==> src/rtl/rom_fetch.sv <==
// Burst read initiator for the uncore ROM: walks word addresses on the registered
// ROM read port and re-times the returned words into a back-pressurable stream.
module rom_fetch #(
    parameter int unsigned AD_LEN       = 32,
    parameter int unsigned BUS_WIDTH    = 32,
    parameter int unsigned ROM_MAX_ADDR = 32'h2000,
    parameter int unsigned CNT_W        = 12,
    parameter int unsigned FIFO_DEPTH   = 4
) (
    input  logic                 clk_i,
    input  logic                 reset_i,
    input  logic                 req_valid_i,
    output logic                 req_ready_o,
    input  logic [AD_LEN-1:0]    req_addr_i,
    input  logic [CNT_W-1:0]     req_count_i,
    output logic [AD_LEN-1:0]    rom_ad_o,
    input  logic [BUS_WIDTH-1:0] rom_data_i,
    output logic                 out_valid_o,
    input  logic                 out_ready_i,
    output logic [BUS_WIDTH-1:0] out_data_o,
    output logic [AD_LEN-1:0]    out_addr_o,
    output logic                 out_last_o,
    output logic                 busy_o,
    output logic                 err_o
);
    localparam int unsigned EW = AD_LEN + CNT_W + 2;
    localparam int unsigned PW = (FIFO_DEPTH > 1) ? $clog2(FIFO_DEPTH) : 1;
    localparam int unsigned OW = $clog2(FIFO_DEPTH + 1);
    localparam int unsigned SW = OW + 1;

    typedef enum logic {IDLE, FETCH} state_t;

    state_t                state_q;
    logic [AD_LEN-1:0]     cur_q;
    logic [CNT_W-1:0]      rem_q;
    logic [AD_LEN-1:0]     rom_ad_q;
    logic                  err_q;
    logic                  t1_vld_q, t2_vld_q;
    logic [AD_LEN-1:0]     t1_addr_q, t2_addr_q;
    logic                  t1_last_q, t2_last_q;

    logic [BUS_WIDTH-1:0]  fd_q [FIFO_DEPTH];
    logic [AD_LEN-1:0]     fa_q [FIFO_DEPTH];
    logic                  fl_q [FIFO_DEPTH];
    logic [PW-1:0]         wr_ptr_q, rd_ptr_q;
    logic [OW-1:0]         occ_q;

    logic [EW-1:0]         end_addr;
    logic                  accept, req_bad, start, credit_ok, issue_more, issue;
    logic                  iss_last, push, pop;
    logic [AD_LEN-1:0]     iss_addr;
    logic [1:0]            inflight;

    always_comb begin
        accept     = req_valid_i & req_ready_o;
        end_addr   = EW'(req_addr_i) + (EW'(req_count_i) << 2);
        req_bad    = (req_addr_i[1:0] != 2'b00) | (req_count_i == '0)
                   | (end_addr > EW'(ROM_MAX_ADDR));
        start      = accept & ~req_bad;
        inflight   = {1'b0, t1_vld_q} + {1'b0, t2_vld_q};
        credit_ok  = (SW'(occ_q) + SW'(inflight)) < SW'(FIFO_DEPTH);
        issue_more = (state_q == FETCH) & (rem_q != '0) & credit_ok;
        // The first word goes out in the accept cycle itself so the ROM address
        // is already valid one cycle after the handshake; the FIFO is empty then.
        issue      = start | issue_more;
        iss_addr   = start ? req_addr_i : cur_q;
        iss_last   = start ? (req_count_i == CNT_W'(1)) : (rem_q == CNT_W'(1));
        push       = t2_vld_q;
        pop        = out_valid_o & out_ready_i;
    end

    assign req_ready_o = (state_q == IDLE) & ~reset_i;
    assign busy_o      = (state_q == FETCH);
    assign err_o       = err_q;
    assign rom_ad_o    = rom_ad_q;
    assign out_valid_o = (occ_q != '0);
    assign out_data_o  = fd_q[rd_ptr_q];
    assign out_addr_o  = fa_q[rd_ptr_q];
    assign out_last_o  = out_valid_o & fl_q[rd_ptr_q];

    always_ff @(posedge clk_i) begin
        if (reset_i) begin
            state_q   <= IDLE;
            cur_q     <= '0;
            rem_q     <= '0;
            rom_ad_q  <= '0;
            err_q     <= 1'b0;
            t1_vld_q  <= 1'b0;
            t2_vld_q  <= 1'b0;
            t1_addr_q <= '0;
            t2_addr_q <= '0;
            t1_last_q <= 1'b0;
            t2_last_q <= 1'b0;
            wr_ptr_q  <= '0;
            rd_ptr_q  <= '0;
            occ_q     <= '0;
        end else begin
            err_q     <= accept & req_bad;
            t2_vld_q  <= t1_vld_q;
            t2_addr_q <= t1_addr_q;
            t2_last_q <= t1_last_q;
            t1_vld_q  <= issue;
            if (issue) begin
                t1_addr_q <= iss_addr;
                t1_last_q <= iss_last;
                rom_ad_q  <= iss_addr;
            end
            case (state_q)
                IDLE: if (start) begin
                    state_q <= FETCH;
                    cur_q   <= req_addr_i + AD_LEN'(4);
                    rem_q   <= req_count_i - CNT_W'(1);
                end
                FETCH: begin
                    if (issue_more) begin
                        cur_q <= cur_q + AD_LEN'(4);
                        rem_q <= rem_q - CNT_W'(1);
                    end
                    if (pop && out_last_o) state_q <= IDLE;
                end
                default: state_q <= IDLE;
            endcase
            if (push) wr_ptr_q <= (wr_ptr_q == PW'(FIFO_DEPTH - 1)) ? '0 : wr_ptr_q + 1'b1;
            if (pop)  rd_ptr_q <= (rd_ptr_q == PW'(FIFO_DEPTH - 1)) ? '0 : rd_ptr_q + 1'b1;
            occ_q <= occ_q + OW'(push) - OW'(pop);
        end
    end

    // Payload storage needs no reset: occupancy and pointers define what is live.
    always_ff @(posedge clk_i) begin
        if (push) begin
            fd_q[wr_ptr_q] <= rom_data_i;
            fa_q[wr_ptr_q] <= t2_addr_q;
            fl_q[wr_ptr_q] <= t2_last_q;
        end
    end

    always_ff @(posedge clk_i) begin
        if (!reset_i) assert (!(push && !pop && occ_q == OW'(FIFO_DEPTH)));
    end
endmodule

==> config.mk <==
export PLATFORM = sky130hd
export DESIGN_NAME = rom_fetch
export DESIGN_NICKNAME = d
export VERILOG_FILES = /design/src/rtl/rom_fetch.sv
export SDC_FILE = /design/constraint.sdc
export NUM_CORES = 1
export LEC_CHECK = 0
export CAP_MARGIN = 10
export CORE_UTILIZATION = 57
export DETAILED_ROUTE_END_ITERATION = 10
export PLACE_DENSITY = 0.82
export SLEW_MARGIN = 20
export SYNTH_ARGS = -nofsm -noshare
export SYNTH_HDL_FRONTEND = slang
export SYNTH_SLANG_ARGS = --single-unit
==> constraint.sdc <==
create_clock -name clk_i -period 4.55 [get_ports clk_i]
set_input_delay 0.6825 -clock clk_i [delete_from_list [all_inputs] [get_ports clk_i]]
set_output_delay 0.6825 -clock clk_i [all_outputs]
set_load 0.01 [all_outputs]
==> results of run 1 <==
==> Yosys cell counts, types with 13 or more instances <==
library cell	number
a211oi_1	35
clkbuf_1	35
nor3_1	24
a21oi_1	85
a31oi_1	18
o21ai_0	46
nand2_1	118
buf_2	19
xnor2_1	17
nand3_1	43
nand4_1	13
dfxtp_1	123
buf_1	16
inv_1	28
nor2_1	72
edfxtp_1	260
ha_1	26
mux2i_1	19
mux4_2	65
nor2b_1	44
==> sequential cells by signal (all words and copies together) (netlist names), 3 cells and up, named ones only <==
| name | cells |
|---|---|
| cur_q | 32 |
| fd_q | 128 |
| t1_addr_q | 32 |
| rem_q | 12 |
| fa_q | 128 |
| t2_addr_q | 32 |
| occ_q | 3 |
| fl_q | 4 |
==> path summary, 6_finish.rpt <==
path             startpoint           end  slack (ns)  depth (start not counted)
min reg2reg        cur_q[1]  t1_addr_q[1]        0.46                          2
min                cur_q[1]  t1_addr_q[1]        0.46                          2
max reg2reg          busy_o     cur_q[30]        0.90                         10
max          req_count_i[0]      cur_q[6]        0.60                         13
==> cell families after synthesis <==
family	after synthesis	share of synthesized area, %
xor gates and xnor gates	25	1.324
AOI/OAI and AO/OA	265	10.44
and+or+nand+nor	380	11.29
DFF	383	62.12
buffers and inverters	102	2.475
adders and majority gates	28	2.210
muxes	86	10.14
==> critical path, stage by stage <==
cell and delay [ns]:
clkdlybuf4s50_1 0.48, ha_1 0.24, fa_1 0.42, a21oi_2 0.24
o211a_4 0.25, o31a_1 0.25, a21oi_1 0.09, o32ai_1 0.29
o2111ai_1 0.23, nand4bb_1 0.35, and2_4 0.23, or4_1 0.49
a31oi_1 0.16
==> routing by layer <==
layer,up-vias,global-route usage [%],wire length [µm]
met5,-,0,0
met4,0,6.579,733
met3,60,4.601,2752
met2,432,44.51,19020
met1,5535,35.56,16260
li1,5200,-,-
==> power groups by stage <==
stage / Sequential [mW] / Clock [mW] / Combinational (mW)
floorplan: 3.80 / 0 / 0.709
global placement: 3.84 / 0 / 1.18
detailed placement: 3.84 / 0 / 1.20
CTS: 3.77 / 3.12 / 1.22
global route: 3.77 / 3.25 / 1.31
finish: 3.77 / 3.08 / 1.21
==> metrics by stage <==
stage / power (mW) / cell area (µm²)
CTS: 8.106 / 20010
global route: 8.330 / 20010
global placement: 5.023 / 18770
finish: 8.055 / 20010
floorplan: 4.510 / 16530
detailed placement: 5.047 / 18770
==> area by class of cell <==
type / instances / area, µm² / area share [%]
Tap cell: 378 / 473.0 / 2.364
Timing Repair Buffer: 209 / 2039 / 10.19
Inverter: 30 / 112.6 / 0.5628
Clock inverter: 10 / 128.9 / 0.6441
Multi-Input combinational cell: 784 / 5864 / 29.31
Clock buffer: 57 / 1112 / 5.559
Sequential cell: 383 / 10280 / 51.37
==> flow_summary.json, run 1 <==
{
  "synth-main-ff-cell": "edfxtp_1",
  "cts_made_buffers": 37,
  "crit_type": "in2reg",
  "grt_pass1_vias": 10770,
  "layoutNonFillerInstCount": 1851,
  "finalWorstSetupSlack_ns": 0.5967,
  "final_cell_mix": "edfxtp_1, clkdlybuf4s50_1, dfxtp_1",
  "wl_um": 38760,
  "irDropWorstVdd_v": 0.0003661,
  "vias": 11230,
  "cp-start-kind": "primary input",
  "finalSetupTns_ns": 0,
  "p_sw_mw": 1.862,
  "fill_cells": 1834,
  "start_util_pct": 58.71,
  "rsz0062_at_grt": "no",
  "fmax_ghz": 0.2530,
  "synth_area_um2": 16530,
  "die_area_um2": 29690,
  "port_buffers": 180,
  "ys_ff_latch": 383,
  "drc": 0,
  "rows": 61,
  "ant_nets": 0,
  "fin_crit_ns": 3.953,
  "drive_above_1_share_pct": 12.02,
  "antenna_found_initial": 0,
  "cellLeakagePower_nw": 6.528,
  "hold_slack_ns": 0.4574,
  "clock_latency_ns": 0.52,
  "pre_cts_ws_ns": 0.09297,
  "htreeDepth": 2,
  "setup_viol": 0,
  "p_sw_share_pct": 23.11,
  "grt_remaining_overflow": 0,
  "finalNetCount": 1553,
  "slew-limit-headroom_pct": 26.10,
  "crit_fanout": 5,
  "post-route-period-util_pct": 86.89,
  "clkSlewWorstSetupHoldPaths_ns": 0.06,
  "yosysTopAreaCellShare_pct": 47.22,
  "dr.pass1.iters": 5,
  "fin_worst_skew_ns": 0.01529,
  "synth_cell_type_count": 76,
  "fp.dieW_um": 172.3,
  "vias_per_cell": 6.065,
  "outcome": "complete, no violations",
  "syn2layout_area_growth_pct": 21.02,
  "clock_power_share_pct": 38.2,
  "worst_slew_pin_slew_ns": 1.108,
  "synth_top_area_cell": "edfxtp_1",
  "dp_hpwl_um": 24240,
  "comb_power_share_pct": 15.0,
  "wl_per_cell_um": 20.94,
  "yosysSeqAreaShare_pct": 62.12,
  "synth_edf_count": 260,
  "clock-root-buffer": "clkbuf_16",
  "clk_path_buf_depth": 3,
  "synth_cells": 1269,
  "coreArea_um2": 28160,
  "internal-power_mw": 6.194,
  "synth_area_leaders": "edfxtp_1, dfxtp_1, mux4_2, nand2_1, a21oi_1",
  "drtIter0Drc": 1007,
  "grt_util_all_layers_pct": 26.40,
  "n_antenna_cell": 0,
  "end_kind": "flop",
  "placed_cells": 1784,
  "maxCapViolations": 0,
  "cts_resized": 0,
  "post-cts-setup-buffers": 0,
  "holdBufCountCts": 0,
  "synth_area_per_cell_um2": 13.03,
  "sequentialPowerShare_pct": 46.8,
  "crit_required_ns": 4.99,
  "final-hold-violation-count": 0,
  "final_common_cell": "edfxtp_1",
  "fp.dieH_um": 172.3,
  "cts_tree": "yes",
  "final_util_pct": 71.05,
  "hold_path.class": "reg2reg",
  "yosys_warnings": 0,
  "drv_slew": 0,
  "async_reset_ff_share_pct": 0,
  "grt_max_degree": 70,
  "ios": 181,
  "cts.sinks": 383,
  "cp_data_arrival_time_ns": 4.39,
  "synth_nets": 1377,
  "cellPowerDensity_nw_per_um2": 402.6,
  "grt_pass1_wl_um": 59730,
  "place_congestion": 0.8944
}
(Power assumes the default switching activity.)
==> run 2: changes to the inputs <==
Settings changed: PLACE_DENSITY 0.82 to not set, PLACE_DENSITY_LB_ADDON set to 0.15.
==> run 2 against run 1 <==
Combinational power about the same. Design area increased by 0.44%. Setup slack got worse by 0.032 ns. Critical path depth unchanged. Largest cell class unchanged.
==> flow_summary.json, run 2 (same netlist as run 1, synthesis figures left out) <==
{
  "crit_type": "in2reg",
  "n_antenna_cell": 0,
  "end_kind": "flop",
  "vias_per_cell": 5.942,
  "cts_made_buffers": 39,
  "fp.dieH_um": 172.3,
  "placed_area_um2": 18870,
  "ff2ff_path_depth": 10,
  "fin_worst_skew_ns": 0.01325,
  "rsz0062_at_grt": "no",
  "pre_cts_ws_ns": 0.08486,
  "htreeDepth": 2,
  "crit_fanout": 9,
  "final_area_um2": 20100,
  "worst_slew_pin_slew_ns": 1.033,
  "die_area_um2": 29690,
  "whs_endpoint": "t1_addr_q[0]",
  "r2r-end": "cur_q[30]",
  "clock_latency_ns": 0.52,
  "clk_path_buf_depth": 3,
  "drv_slew": 0,
  "clkSlewWorstSetupHoldPaths_ns": 0.06,
  "dr.pass1.iters": 6,
  "finalWorstSetupSlack_ns": 0.5647,
  "slew-limit-headroom_pct": 31.16,
  "final_common_cell": "edfxtp_1",
  "syn2layout_area_growth_pct": 21.55,
  "final-hold-violation-count": 0,
  "hold_path.class": "reg2reg",
  "reg2reg_from": "busy_o",
  "min_delay_path_depth": 2,
  "cts.sinks": 383,
  "cellLeakagePower_nw": 6.588,
  "irDropWorstVdd_v": 0.0002928,
  "drive_above_1_share_pct": 12.54,
  "grt_remaining_overflow": 0,
  "fmax_ghz": 0.2509,
  "wl_per_cell_um": 19.63,
  "grt_max_degree": 66,
  "drtIter0Drc": 771,
  "cp_data_arrival_time_ns": 4.44,
  "post-cts-setup-buffers": 0,
  "busiest_layer": "met2",
  "clock-root-buffer": "clkbuf_16",
  "start_util_pct": 58.71,
  "rows": 61,
  "final_cell_mix": "edfxtp_1, clkdlybuf4s50_1, dfxtp_1",
  "grt_util_all_layers_pct": 25.00,
  "post-route-period-util_pct": 87.59,
  "setup_viol": 0,
  "maxCapViolations": 0,
  "placed_cells": 1798,
  "cp_cell_sequence": "clkdlybuf4s50_1 > ha_1 > fa_1 > a21oi_2 > o211a_4 > o31a_1 > a21oi_1 > o32ai_1 > o2111ai_1 > nand4bb_1 > buf_4 > or4b_2 > nand3_1",
  "cellPowerDensity_nw_per_um2": 397.5,
  "slowest_stage": "or4b_2",
  "coreArea_um2": 28160,
  "slowest_delay_ns": 0.60,
  "fp.dieW_um": 172.3,
  "antenna_found_initial": 0,
  "worstHoldStart": "cur_q[0]",
  "ff2ff_setup_slack_ns": 1.13,
  "port_buffers": 180,
  "met2_usage_pct": 40.99,
  "grt_pass1_wl_um": 57190,
  "finalPower_mw": 7.989,
  "wl_um": 36690,
  "fin_crit_ns": 3.985,
  "gr-usage-met1_pct": 34.77,
  "crit_required_ns": 5.00,
  "cts_tree": "yes",
  "ant_nets": 0,
  "layoutNonFillerInstCount": 1869,
  "drc": 0,
  "cp-start-kind": "primary input",
  "dp_hpwl_um": 23580,
  "holdBufCountCts": 0,
  "vias": 11110,
  "finalNetCount": 1569,
  "outcome": "complete, no violations",
  "cts_resized": 0,
  "met3_usage_pct": 4.074,
  "grt_pass1_vias": 10710,
  "place_congestion": 0.9529,
  "top_regs": "fa_q: 128 flops, fd_q: 128 flops",
  "finalSetupTns_ns": 0,
  "ios": 181
}
run 2: cell count changes in the layout (fill, tap and decap cells not counted), moves of 2 or more:
cell        change
buf_4          +14
clkbuf_1        +5
clkinv_1        +4
clkbuf_8        -3
clkinvlp_4      -3
clkinv_2        -2
clkinv_4        +2
run 2: critical path: cells and delay by family:
kind	cells	cell delay, ns
simple gates	3	1.07
compound gates	6	1.29
fa+ha+maj	2	0.67
buf+inv	2	0.72
run 2: worst max-delay path by stage:
stage	cells past startpoint	slack [ns]	endpoint	startpoint
after detailed placement	13	0.08	cur_q[4]	req_addr_i[2]
after global placement	13	0.14	cur_q[4]	req_addr_i[2]
final	13	0.56	cur_q[4]	req_addr_i[2]
after global routing	13	0.30	cur_q[4]	req_count_i[0]
after CTS	13	0.60	cur_q[4]	req_addr_i[2]
after floorplan	18	0.41	cur_q[30]	busy_o
run 2: layer usage:
metal | routed length, µm | up-vias
met5 | 0 | -
met4 | 701 | 0
met3 | 2381 | 60
met2 | 17530 | 424
met1 | 16080 | 5369
li1 | - | 5253
run 2: power breakdown:
part           switching, mW  leakage [nW]  internal (mW)
clock network           1.26         0.590           1.76
logic                  0.524          2.72          0.678
registers             0.0558          3.28           3.71
total                   1.84          6.59           6.15
run 2: cell type report:
cell class | count | area, µm²
fill | 1860 | 8066
clock inverter | 11 | 107.6
multi-input combinational | 784 | 5866
tap | 378 | 473.0
clock buffer | 60 | 1115
timing repair buffer | 223 | 2145
sequential | 383 | 10280
inverter | 30 | 112.6
run 2: metrics by stage:
stage / util (%) / hold WS (ns)
final: 71.36 / 0.4556
after global routing: 71.36 / 0.4796
after CTS: 71.35 / 0.4574
after detailed placement: 67.01 / 0.4518
after global placement: 67.01 / 0.4394
after floorplan: - / 0.4274
==> run 3: changes to the inputs <==
Settings changed: RECOVER_POWER set to 25.
==> run 3 against run 2 <==
Critical endpoint unchanged. Sequential share of layout area unchanged. Clock power about the same. Global-route usage unchanged. Sequential cell count stayed put.
==> flow_summary.json, run 3 (same netlist as run 1, synthesis figures left out) <==
{
  "cellPowerDensity_nw_per_um2": 397.5,
  "dp_hpwl_um": 23580,
  "finalNetCount": 1569,
  "ios": 181,
  "final_common_cell": "edfxtp_1",
  "layoutNonFillerInstCount": 1869,
  "multiInputGateArea_um2": 5866,
  "placed_cells": 1798,
  "wl_um": 36680,
  "grt_pass1_vias": 10710,
  "setup_viol": 0,
  "cp-start-kind": "primary input",
  "cts_resized": 0,
  "n_antenna_cell": 0,
  "pre_cts_ws_ns": 0.08486,
  "final_cell_mix": "edfxtp_1, clkdlybuf4s50_1, dfxtp_1",
  "grt_util_all_layers_pct": 25.00,
  "fin_worst_skew_ns": 0.01293,
  "fill_cells": 1860,
  "gr-usage-met1_pct": 34.77,
  "met2_usage_pct": 40.99,
  "fin_crit_ns": 3.989,
  "antenna_found_initial": 0,
  "start_util_pct": 58.71,
  "crit_type": "in2reg",
  "clock-root-buffer": "clkbuf_16",
  "vias_per_cell": 5.935,
  "rows": 61,
  "port_buffers": 180,
  "crit_fanout": 9,
  "busiest_layer": "met2",
  "end_kind": "flop",
  "cts_made_buffers": 39,
  "die_area_um2": 29690,
  "finalWorstSetupSlack_ns": 0.5615,
  "post-route-period-util_pct": 87.66,
  "syn2layout_area_growth_pct": 21.55,
  "drc": 0,
  "clkSlewWorstSetupHoldPaths_ns": 0.06,
  "clock_latency_ns": 0.52,
  "met3_usage_pct": 4.074,
  "dr.pass1.iters": 5,
  "finalPower_mw": 7.988,
  "drive_above_1_share_pct": 12.54,
  "finalSetupTns_ns": 0,
  "drv_slew": 0,
  "grt_pass1_wl_um": 57190,
  "fp.dieW_um": 172.3,
  "fmax_ghz": 0.2507,
  "grt_remaining_overflow": 0,
  "fp.dieH_um": 172.3,
  "regArea_um2": 10280,
  "wl_per_cell_um": 19.62,
  "hold_path.class": "reg2reg",
  "clk_path_buf_depth": 3,
  "grt_max_degree": 66,
  "rsz0062_at_grt": "no",
  "final_util_pct": 71.36,
  "maxCapViolations": 0,
  "outcome": "complete, no violations",
  "vias": 11090,
  "coreArea_um2": 28160,
  "cp_data_arrival_time_ns": 4.44,
  "final-hold-violation-count": 0,
  "place_congestion": 0.9529,
  "irDropWorstVdd_v": 0.0002928,
  "crit_required_ns": 5.00,
  "drtIter0Drc": 773,
  "cts.sinks": 383,
  "cellLeakagePower_nw": 6.592,
  "post-cts-setup-buffers": 0,
  "top_regs": "fa_q: 128 flops, fd_q: 128 flops",
  "worst_slew_pin_slew_ns": 1.028,
  "htreeDepth": 2,
  "slew-limit-headroom_pct": 31.49,
  "ant_nets": 0,
  "cts_tree": "yes",
  "holdBufCountCts": 0
}
==> run 3: cell count changes in the layout (fill, tap and decap cells not counted), sizes merged <==
cell,change
clkdlybuf4s50,-14
dlygate4sd3,+14
==> run 3: path summary, 6_finish.rpt <==
path | startpoint | endpoint | slack, ns | cells after the start
worst max register to register | busy_o | cur_q[30] | 1.12 | 10
worst min register to register | cur_q[0] | t1_addr_q[0] | 0.46 | 2
worst max-delay path | req_addr_i[2] | cur_q[4] | 0.56 | 13
worst min-delay path | cur_q[0] | t1_addr_q[0] | 0.46 | 2
==> run 3: through the flow <==
stage	area, µm²	hold WS [ns]
after global placement	18870	0.4394
after global routing	20100	0.4796
after CTS	20100	0.4574
final	20100	0.4556
after floorplan	16530	0.4274
after detailed placement	18870	0.4518
==> run 3: power by group <==
group	internal [mW]	switching [mW]	total, mW
Combinational	0.675	0.523	1.20
Clock	1.76	1.26	3.02
Sequential	3.71	0.0558	3.77
==> run 3: critical path, stage by stage <==
cell             delay [ns]
clkdlybuf4s50_1        0.46
ha_1                   0.25
fa_1                   0.42
a21oi_2                0.23
o211a_4                0.23
o31a_1                 0.26
a21oi_1                0.10
o32ai_1                0.27
o2111ai_1              0.21
nand4bb_1              0.37
buf_4                  0.26
or4b_2                 0.60
nand3_1                0.10
==> run 3: layout make-up <==
type | instances | share of cell area (%)
tap | 378 | 2.353
clock inverter | 11 | 0.5354
multi-input combinational | 784 | 29.19
inverter | 30 | 0.5603
clock buffer | 60 | 5.547
timing repair buffer | 223 | 10.67
sequential | 383 | 51.15
==> run 3: metal layers <==
layer | up-vias | wire length, µm
met4 | 0 | 717
met3 | 60 | 2476
li1 | 5252 | -
met2 | 421 | 17550
met1 | 5360 | 15940
met5 | - | 0
